[src/rtl/rv32i_mc_control_unit.sv]
// Multi-cycle RV32I control FSM: FETCH/DECODE/EXECUTE/MEM/WB with illegal-opcode
// and data-memory timeout traps. Outputs are decoded from state and the IR copy.
module rv32i_mc_control_unit #(
  parameter int MEM_WAIT_MAX = 15
) (
  input  logic        clk,
  input  logic        reset,
  input  logic [31:0] instr_code,
  input  logic        branch_taken,
  input  logic        dmem_ready,
  output logic        ir_en,
  output logic        pc_en,
  output logic [1:0]  pc_src_sel,
  output logic        reg_wr_en,
  output logic [2:0]  rf_wd_sel,
  output logic        alu_src_sel,
  output logic [3:0]  alu_control,
  output logic        dmem_req,
  output logic        dmem_wr_en,
  output logic [2:0]  dmem_size,
  output logic        instr_retired,
  output logic        illegal_instr,
  output logic        mem_fault
);

  localparam int CW = (MEM_WAIT_MAX < 2) ? 1 : $clog2(MEM_WAIT_MAX + 1);

  typedef enum logic [2:0] {
    S_FETCH, S_DECODE, S_EXECUTE, S_MEM, S_WB, S_TRAP
  } state_t;

  state_t          state_reg;
  logic [31:0]     ir_reg;
  logic [CW-1:0]   wait_cnt_reg;
  logic            illegal_reg;
  logic            fault_reg;

  logic [6:0] opcode;
  logic [2:0] funct3;
  logic       funct7_b5;
  logic       is_r, is_i, is_load, is_store, is_branch;
  logic       is_lui, is_auipc, is_jal, is_jalr, is_legal;
  logic [3:0] alu_op;
  logic [2:0] wb_sel;
  logic       unused_ir;

  assign opcode    = ir_reg[6:0];
  assign funct3    = ir_reg[14:12];
  assign funct7_b5 = ir_reg[30];
  // Register fields are consumed by the datapath, not by this controller.
  assign unused_ir = ^{ir_reg[31], ir_reg[29:15], ir_reg[11:7]};

  assign is_r      = (opcode == 7'b0110011);
  assign is_i      = (opcode == 7'b0010011);
  assign is_load   = (opcode == 7'b0000011);
  assign is_store  = (opcode == 7'b0100011);
  assign is_branch = (opcode == 7'b1100011);
  assign is_lui    = (opcode == 7'b0110111);
  assign is_auipc  = (opcode == 7'b0010111);
  assign is_jal    = (opcode == 7'b1101111);
  assign is_jalr   = (opcode == 7'b1100111);
  assign is_legal  = is_r | is_i | is_load | is_store | is_branch |
                     is_lui | is_auipc | is_jal | is_jalr;

  // Shift-immediates carry the arithmetic/logical selector in funct7[5]; other
  // I-type ops have immediate bits there, so it is masked off.
  always_comb begin
    alu_op = 4'b0000;
    if (is_r)
      alu_op = {funct7_b5, funct3};
    else if (is_i)
      alu_op = (funct3 == 3'b101) ? {funct7_b5, funct3} : {1'b0, funct3};
  end

  always_comb begin
    wb_sel = 3'b000;
    if (is_load)               wb_sel = 3'b001;
    else if (is_lui)           wb_sel = 3'b010;
    else if (is_auipc)         wb_sel = 3'b011;
    else if (is_jal | is_jalr) wb_sel = 3'b100;
  end

  always_ff @(posedge clk or negedge reset) begin
    if (!reset) begin
      state_reg    <= S_FETCH;
      ir_reg       <= 32'd0;
      wait_cnt_reg <= '0;
      illegal_reg  <= 1'b0;
      fault_reg    <= 1'b0;
    end else begin
      case (state_reg)
        S_FETCH: begin
          ir_reg    <= instr_code;
          state_reg <= S_DECODE;
        end
        S_DECODE: begin
          if (is_legal) begin
            state_reg <= S_EXECUTE;
          end else begin
            state_reg   <= S_TRAP;
            illegal_reg <= 1'b1;
          end
        end
        S_EXECUTE: begin
          if (is_branch) begin
            state_reg <= S_FETCH;
          end else if (is_load | is_store) begin
            state_reg    <= S_MEM;
            wait_cnt_reg <= '0;
          end else begin
            state_reg <= S_WB;
          end
        end
        S_MEM: begin
          if (dmem_ready) begin
            state_reg <= is_load ? S_WB : S_FETCH;
          end else if (MEM_WAIT_MAX != 0 && wait_cnt_reg == CW'(MEM_WAIT_MAX - 1)) begin
            state_reg <= S_TRAP;
            fault_reg <= 1'b1;
          end else begin
            wait_cnt_reg <= wait_cnt_reg + CW'(1);
          end
        end
        S_WB:    state_reg <= S_FETCH;
        S_TRAP:  state_reg <= S_TRAP;
        default: state_reg <= S_FETCH;
      endcase
    end
  end

  // Gating with reset makes every enable drop the moment reset asserts.
  always_comb begin
    ir_en         = 1'b0;
    pc_en         = 1'b0;
    pc_src_sel    = 2'b00;
    reg_wr_en     = 1'b0;
    rf_wd_sel     = 3'b000;
    alu_src_sel   = 1'b0;
    alu_control   = 4'b0000;
    dmem_req      = 1'b0;
    dmem_wr_en    = 1'b0;
    instr_retired = 1'b0;
    dmem_size     = funct3;
    if (reset) begin
      if (state_reg == S_EXECUTE || state_reg == S_MEM || state_reg == S_WB) begin
        alu_src_sel = ~(is_r | is_branch);
        alu_control = alu_op;
      end
      case (state_reg)
        S_FETCH: ir_en = 1'b1;
        S_EXECUTE: begin
          if (is_branch) begin
            pc_en         = 1'b1;
            pc_src_sel    = branch_taken ? 2'b01 : 2'b00;
            instr_retired = 1'b1;
          end
        end
        S_MEM: begin
          dmem_req   = 1'b1;
          dmem_wr_en = is_store;
          if (dmem_ready && is_store) begin
            pc_en         = 1'b1;
            instr_retired = 1'b1;
          end
        end
        S_WB: begin
          reg_wr_en     = 1'b1;
          instr_retired = 1'b1;
          pc_en         = 1'b1;
          rf_wd_sel     = wb_sel;
          pc_src_sel    = is_jal ? 2'b01 : (is_jalr ? 2'b10 : 2'b00);
        end
        default: ;
      endcase
    end
  end

  assign illegal_instr = illegal_reg;
  assign mem_fault     = fault_reg;

endmodule
[config.mk]
export PLATFORM = sky130hd
export DESIGN_NAME = rv32i_mc_control_unit
export DESIGN_NICKNAME = d
export VERILOG_FILES = /design/src/rtl/rv32i_mc_control_unit.sv
export SDC_FILE = /design/constraint.sdc
export NUM_CORES = 1
export LEC_CHECK = 0
export ABC_AREA = 1
export ABC_CLOCK_PERIOD_IN_PS = 1430
export CORE_MARGIN = 4
export CORE_UTILIZATION = 25
export CTS_CLUSTER_DIAMETER = 80
export DETAILED_ROUTE_END_ITERATION = 12
export PLACE_DENSITY = 0.53
export SKIP_CTS_REPAIR_TIMING = 1
export SLEW_MARGIN = 20
export SYNTH_ARGS = -nofsm -noshare
export SYNTH_HDL_FRONTEND = slang
export SYNTH_SLANG_ARGS = --single-unit
[constraint.sdc]
create_clock -name clk -period 1.43 [get_ports clk]
set_clock_uncertainty 0.1 [all_clocks]
set_input_delay 0.286 -clock clk [delete_from_list [all_inputs] [get_ports clk]]
set_output_delay 0.286 -clock clk [all_outputs]
set_load 0.05 [all_outputs]
# Word-level counts from Yosys, hierarchy flattened
# Cells that the tools add are included.
# word_totals
elab_cells	92
inputBits	36
ff_bits	40
# op_classes
addsub	1
n_reduce_logical	8
mux	43
eq_ne	21
bitwise	14
# ops
cell	count
$mux W3	12
$mux W4	9
$eq A7 B6 Y1 const B	3
$eq A7 B7 Y1 const B	3
$mux W1	15
$pmux W3 S5	1
$eq A7 B5 Y1 const B	2
$or A1 B1 Y1	11
$eq A3 B3 Y1 const B	3
$ne A2 B2 Y1 const B	4
$pmux W4 S2	1
$eq A7 B2 Y1 const B	1
$eq A3 B2 Y1 const B	2
$mux W2	3
$reduce_and A5 Y1	1
$add A4 B1 Y4 const B	1
$eq A4 B4 Y1 const B	1
$pmux W2 S2	1
$eq A3 B1 Y1 const B	1
$logic_not A3 Y1	1
$ne A3 B3 Y1 const B	1
$not A1 Y1	3
$pmux W1 S3	1
$reduce_and A3 Y1	1
4 further kinds	5

# Logic depth before layout (Yosys ltp)
# Gate-level depths: netlist (run 1).
# depth
depth_word	11
depth_mapped	9
mapped_depth_nobuf	9

# Least setup slack after synthesis (run 1)
# OpenSTA, ideal clock, no wires.
# synth_path
path_kind	reg2out
from	register state_reg[0]
to	output port pc_src_sel[1]
n_path_buf	0
arrival_ps	2964
required_ps	1044
slack_ps	-1920
path_stages_with_launch	6
cell_sequence	dfrtp_1 nor2_1 nand2_1 nor2_1 inv_1 nor4_1
# synth_between
elab_chain_cells	3
# synth_rtl
element	line_no	text
from (decl)	32	state_t state_reg;
from (signal assigned)	116	state_reg <= is_load ? S_WB : S_FETCH;
$eq A3 B3 Y1 / $eq A3 B2 Y1 (equally long branches)	149	case (state_reg)
$pmux W2 S2 *	149	
$mux W2 *	144	if (reset) begin
to (decl)	13	output logic [1:0] pc_src_sel,
# Mark *: on every way between the ends. The rest lies on a longest branch, timed or not.

# Final worst setup path (run 1)
# layout_path
from	register ir_reg[2]
to	output port pc_en
# layout_between
elab_chain_cells	5
# layout_rtl
element	line_no	text
from (decl)	33	logic [31:0] ir_reg;
from (signal assigned)	93	ir_reg <= instr_code;
$eq A7 B6 Y1	56	assign is_store = (opcode == 7'b0100011);
$logic_and A1 B1 Y1	161	if (dmem_ready && is_store) begin
$mux W1	161	
$pmux W1 S3 *	149	
$mux W1 *	144	
to (decl)	12	output logic pc_en,
# Marks and branches as above.

==> results of run 1 <==
-- cells by family (layout without fill, tap and decap cells) --
group,count (synthesis),count (layout),share of synthesized area [%]
AND/OR/NAND/NOR,99,99,38.26
adder cells (fa/ha/maj),2,2,2.051
AO/OA/AOI/OAI,16,16,7.282
buffers and inverters,28,121,9.949
flip-flops,20,20,41.03
XOR/XNOR,2,2,1.436
-- placed cells by master, fill, tap and decap left out, types with 5 or more instances in the layout --
| cell type | n |
|---|---|
| buf_12 | 21 |
| buf_4 | 48 |
| buf_6 | 10 |
| clkdlybuf4s50_1 | 13 |
| dfrtp_1 | 19 |
| inv_1 | 15 |
| inv_2 | 6 |
| nand2_1 | 35 |
| nand2_2 | 7 |
| nand3_1 | 6 |
| nand3_2 | 7 |
| nor2_1 | 12 |
| nor2_2 | 5 |
| nor2_4 | 8 |
| o21ai_0 | 6 |
-- final timing paths --
| kind | start | cells past startpoint | to |
|---|---|---|---|
| setup reg to reg | ir_reg[2] | 10 | state_reg[1] |
| hold reg to reg | ir_reg[30] | 2 | ir_reg[30] |
| hold / removal | reset | 3 | wait_cnt_reg[0] |
| min in group clk | ir_reg[30] | 2 | ir_reg[30] |
| setup / recovery | ir_reg[2] | 8 | pc_en |
| max in group asynchronous | reset | 3 | ir_reg[5] |
-- power groups by stage --
stage	clock, mW	combinational, mW	sequential (mW)
final	0.434	2.81	0.925
after global routing	0.468	3.05	0.956
after CTS	0.445	2.55	0.921
after detailed placement	0	2.53	0.933
after global placement	0	2.51	0.934
after floorplan	0	1.26	0.995
-- critical path: cells and delay by family, from the launching register on --
| family | cells | cell delay (ns) |
|---|---|---|
| AND/OR/NAND/NOR | 5 | 0.61 |
| flip-flops | 1 | 0.39 |
| buffers and inverters | 3 | 0.38 |
-- metrics by stage --
step / total power, mW / util (%)
floorplan: 2.254 / -
global placement: 3.443 / 50.28
detailed placement: 3.468 / 50.28
CTS: 3.912 / 51.44
global route: 4.475 / 55.87
finish: 4.173 / 55.87
-- layer usage --
metal / track usage, % / part of all wire, % / vias up
li1: - / - / 721
met1: 16.57 / 44 / 620
met2: 20.55 / 51 / 24
met3: 2.088 / 2.9 / 4
met4: 3.737 / 1.4 / 0
met5: 0 / 0 / -
-- layout make-up --
class	instances	share of cell area, %
multi-input cells	119	32.57
repair buffers	94	39.64
flip-flops and latches	20	19.01
inverters	23	3.509
clock buffers	4	2.086
well taps	67	3.177
==> results.py, run 1 <==
metrics = {
    "run_status": {
        "outcome": "complete, but fails checks",
        "violations": "setup timing",
    },
    "synthesis": {
        "yosys.area.top_type_share_pct": 41.03,
        "synthCells": 167,
        "ys_ff_latch": 20,
        "synth_top_area_cell": "dfrtp_1",
        "synth_most_common_cell": "nand2_1",
        "yosysWarnings": 0,
        "synth_area_leaders": "dfrtp_1 41%, nand2_1 13%, nor2_1 7.1%",
        "syn-cell-area_sq_mm": 0.001220,
        "ys_seq_area_share_pct": 41.03,
        "async_reset_ff_share_pct": 100.0,
        "synth.avg_cell_area_sq_um": 7.305,
        "synth_common_cells": "43 x nand2_1, 23 x nor2_1, 21 x inv_1",
        "synth_cell_types": 27,
        "synth_edf_count": 0,
        "synth-main-ff-cell": "dfrtp_1",
        "syn_nets": 205,
    },
    "setup_path": {
        "r2r_slack_ns": -0.25,
        "cp_max_fo": 4,
        "cp.arrival_ns": 1.64,
        "max_stage_delay_ns": 0.39,
        "worstPathCellList": "nor2_2 -> nand4_1 -> inv_1 -> nand4_1 -> nand2_1 -> nand2_2 -> clkinvlp_4 -> buf_12",
        "cpMostUsedCell": "nand4_1",
        "cp-end-kind": "output pin",
        "slowest_stage": "dfrtp_1",
        "worstSetupPathType": "reg2out",
        "worstPathRequired_ns": 1.04,
        "start_kind": "flip-flop",
    },
    "power": {
        "power_switching_mw": 1.811,
        "p_sw_share_pct": 43.41,
        "worst_ir_drop_vdd_mv": 0.6829,
        "internal_power_mw": 2.362,
        "p_per_area_mw_per_mm2": 1581,
        "combPwrFrac_pct": 67.4,
        "seqPwrFrac_pct": 22.2,
        "p_clk_share_pct": 10.4,
        "p_leak_nw": 1.247,
    },
    "routing": {
        "drtPass1Iterations": 4,
        "viasPerCell": 4.187,
        "drt_iter0_markers": 38,
        "wl_per_cell_um": 11.38,
        "antenna_left": 0,
        "drc": 0,
        "vias": 1369,
        "wirelength_mm": 3.721,
    },
    "final_layout": {
        "multiInputGateArea_sq_um": 859.6,
        "nNetsFinal": 299,
        "fin_cells": 327,
        "diodes": 0,
        "fill_cells": 424,
        "drive_above_1_share_pct": 53.46,
        "area_delta_synth_final_pct": 116.3,
        "largest_reg_flops": 11,
        "design_area_sq_mm": 0.002639,
        "seq_area_sq_um": 501.7,
    },
    "grt": {
        "overflow": 0,
        "grt.total_usage_pct": 12.45,
        "antenna_found_initial": 0,
        "grt_first_pass_wirelength_mm": 6.085,
        "grt_max_degree": 18,
        "grt_pass1_vias": 1314,
    },
    "clocking": {
        "clockRootBuffer": "clkbuf_8",
        "cts_buffers": 3,
        "clk_latency_ns": 0.26,
        "path_clk_slew_ns": 0.08,
        "clockBufferDepth": 2,
        "cts_sinks": 20,
        "htreeDepth": 1,
        "tritoncts": "built",
    },
    "floorplanning": {
        "core.rowCount": 25,
        "io_pins": 57,
        "start_util_pct": 25.83,
        "coreArea_sq_mm": 0.004723,
        "dieHeight_um": 77.86,
        "dieArea_sq_mm": 0.006061,
        "die_w_um": 77.86,
    },
    "timing": {
        "rsz0062_at_grt": "true",
        "fin_hold_ws_ns": 0.04882,
        "fin_tns_setup_ns": -9.267,
        "worst_slew_pin_slew_ns": 0.2987,
        "slew_headroom_pct": 80.07,
        "setup_viol": 24,
        "maxSlewViolCount": 0,
        "fin_ws_ns": -0.5949,
        "finalHoldViolCount": 0,
        "period_share_pct": 141.6,
        "clock.fmax_ghz": 0.4939,
        "fin_crit_ns": 2.025,
    },
    "hold_path": {
        "hold_path_class": "in2async",
    },
    "place": {
        "placed_cells": 315,
        "gp_congestion": 0.8469,
        "port_buffers": 35,
        "pre_cts_ws_ns": -0.5162,
        "placed_cell_area_sq_mm": 0.002375,
        "hpwl_mm": 3.010,
    },
    "flow_run": {
        "max_cap_viol_count": 0,
    },
}
Note: power is estimated with default switching activity, not from simulation.
==> inputs of run 2 (changes only) <==
--- a/config.mk
+++ b/config.mk
@@ -11,7 +11,7 @@
 export CORE_UTILIZATION = 25
 export CTS_CLUSTER_DIAMETER = 80
 export DETAILED_ROUTE_END_ITERATION = 12
-export PLACE_DENSITY = 0.53
+export PLACE_DENSITY_LB_ADDON = 0.25
 export SKIP_CTS_REPAIR_TIMING = 1
 export SLEW_MARGIN = 20
 export SYNTH_ARGS = -nofsm -noshare
==> results.py, run 2 (same netlist as run 1, synthesis figures left out) <==
metrics = {
    "final_layout": {
        "final_common_cell": "buf_4",
        "area_delta_synth_final_pct": 117.5,
        "fill_cells": 408,
        "diodes": 0,
        "mostFrequentLayoutCells": "47 x buf_4, 33 x nand2_1, 21 x buf_12",
        "largest_reg_flops": 11,
        "drive_above_1_share_pct": 54.05,
        "nNetsFinal": 298,
    },
    "setup_path": {
        "start_kind": "flip-flop",
        "cp.arrival_ns": 1.63,
        "worstSetupPathType": "reg2out",
        "cp_num_buf_inv": 3,
        "rr_startpoint": "ir_reg[2]",
        "crit_start": "ir_reg[2]",
        "cp_max_fo": 4,
        "worstPathCellList": "buf_4 -> inv_2 -> nand2_2 -> nor2_4 -> nand2_4 -> nor3b_4 -> buf_12",
        "slowest_stage": "dfrtp_1",
        "worstPathRequired_ns": 1.04,
        "cp-end-kind": "output pin",
        "path_delay_family": "simple AND/OR/NAND/NOR gates",
        "max_stage_delay_ns": 0.40,
    },
    "grt": {
        "grt_first_pass_wirelength_mm": 6.058,
        "antenna_found_initial": 0,
        "grt_max_degree": 21,
        "overflow": 0,
        "grt.total_usage_pct": 12.55,
        "grt_pass1_vias": 1380,
    },
    "run_status": {
        "violations": "setup timing",
        "outcome": "complete, but fails checks",
    },
    "floorplanning": {
        "core.rowCount": 25,
        "die_w_um": 77.86,
        "start_util_pct": 25.83,
        "coreArea_sq_mm": 0.004723,
        "io_pins": 57,
        "dieHeight_um": 77.86,
        "dieArea_sq_mm": 0.006061,
    },
    "routing": {
        "antenna_left": 0,
        "vias": 1432,
        "viasPerCell": 4.393,
        "drtPass1Iterations": 4,
        "drc": 0,
        "drt_iter0_markers": 68,
        "wl_per_cell_um": 11.63,
        "wirelength_mm": 3.790,
    },
    "timing": {
        "fin_tns_setup_ns": -9.336,
        "fin_crit_ns": 2.012,
        "setup_viol": 24,
        "rsz0062_at_grt": "true",
        "clock.fmax_ghz": 0.4971,
        "finalHoldViolCount": 0,
        "maxSlewViolCount": 0,
        "fin_ws_ns": -0.5816,
        "worst_slew_pin_slew_ns": 0.2840,
        "slew_headroom_pct": 81.00,
        "period_share_pct": 140.7,
    },
    "place": {
        "gp_congestion": 0.8207,
        "pre_cts_ws_ns": -0.5263,
        "port_buffers": 35,
        "hpwl_mm": 2.962,
    },
    "clocking": {
        "htreeDepth": 1,
        "clk_latency_ns": 0.26,
        "clockBufferDepth": 2,
        "tritoncts": "built",
        "clockRootBuffer": "clkbuf_8",
        "cts_buffers": 3,
        "cts_sinks": 20,
        "path_clk_slew_ns": 0.08,
    },
    "power": {
        "p_leak_nw": 1.245,
        "worst_ir_drop_vdd_mv": 0.6221,
        "p_per_area_mw_per_mm2": 1614,
    },
    "flow_run": {
        "max_cap_viol_count": 0,
    },
    "hold_path": {
        "hold_path_class": "in2async",
    },
}
-- run 2: area by class of cell --
cell class,count,area (sq um),share of cell area [%]
Clock buffer,4,55.05,2.074
Timing Repair Buffer,93,1037,39.09
Multi-Input combinational cell,119,873.3,32.91
Tap cell,67,83.83,3.159
Sequential cell,20,501.7,18.91
Inverter,23,102.6,3.866
-- run 2: layer usage --
layer | wire [um] | track usage, % | up-vias
met5 | 0 | 0 | -
met4 | 63 | 4.804 | 0
met3 | 145 | 1.856 | 7
met2 | 1941 | 20.98 | 35
met1 | 1640 | 16.20 | 671
li1 | - | - | 719
-- run 2: worst paths after layout --
kind | end | slack, ns | cells past startpoint
max | alu_control[1] | -0.58 | 7
min | state_reg[1] | 0.42 | 3
max reg2reg | wait_cnt_reg[2] | -0.24 | 11
min reg2reg | ir_reg[30] | 0.43 | 2
max in group asynchronous | ir_reg[5] | 0.57 | 3
min in group clk | ir_reg[30] | 0.43 | 2
-- run 2: worst register-to-register path: stages, from the launching register on --
cell,delay [ns]
dfrtp_1,0.40
buf_4,0.15
inv_2,0.05
nand2_2,0.06
nor2_4,0.19
buf_6,0.13
nand2_2,0.05
buf_4,0.14
nand3_4,0.11
nand2_4,0.07
nand3_1,0.07
nand2_1,0.05
-- run 2: through the flow --
step                power (mW)  instance area (sq um)  hold WS (ns)  std cells  utilization [%]
floorplan                2.254                   1390       -0.1096        167                -
detailed placement       3.456                   2367        0.4195        314            50.12
finish                   4.284                   2654        0.4238        326            56.19
global placement         3.420                   2367        0.4112        314            50.12
CTS                      3.906                   2422        0.4124        318            51.28
global route             4.588                   2654        0.4521        326            56.19
-- run 2: power by group --
group,switching (mW),total (mW),internal [mW],leakage [nW]
Sequential,0.171,0.961,0.790,0.245
Clock,0.194,0.440,0.245,0.0288
Combinational,1.51,2.88,1.37,0.972
==> inputs of run 3 (changes only) <==
--- a/config.mk
+++ b/config.mk
@@ -13,7 +13,6 @@
 export DETAILED_ROUTE_END_ITERATION = 12
 export PLACE_DENSITY_LB_ADDON = 0.25
 export SKIP_CTS_REPAIR_TIMING = 1
-export SLEW_MARGIN = 20
 export SYNTH_ARGS = -nofsm -noshare
 export SYNTH_HDL_FRONTEND = slang
 export SYNTH_SLANG_ARGS = --single-unit
==> results of run 3 <==
The final DEF is identical to that of run 2; final timing and power are the same.
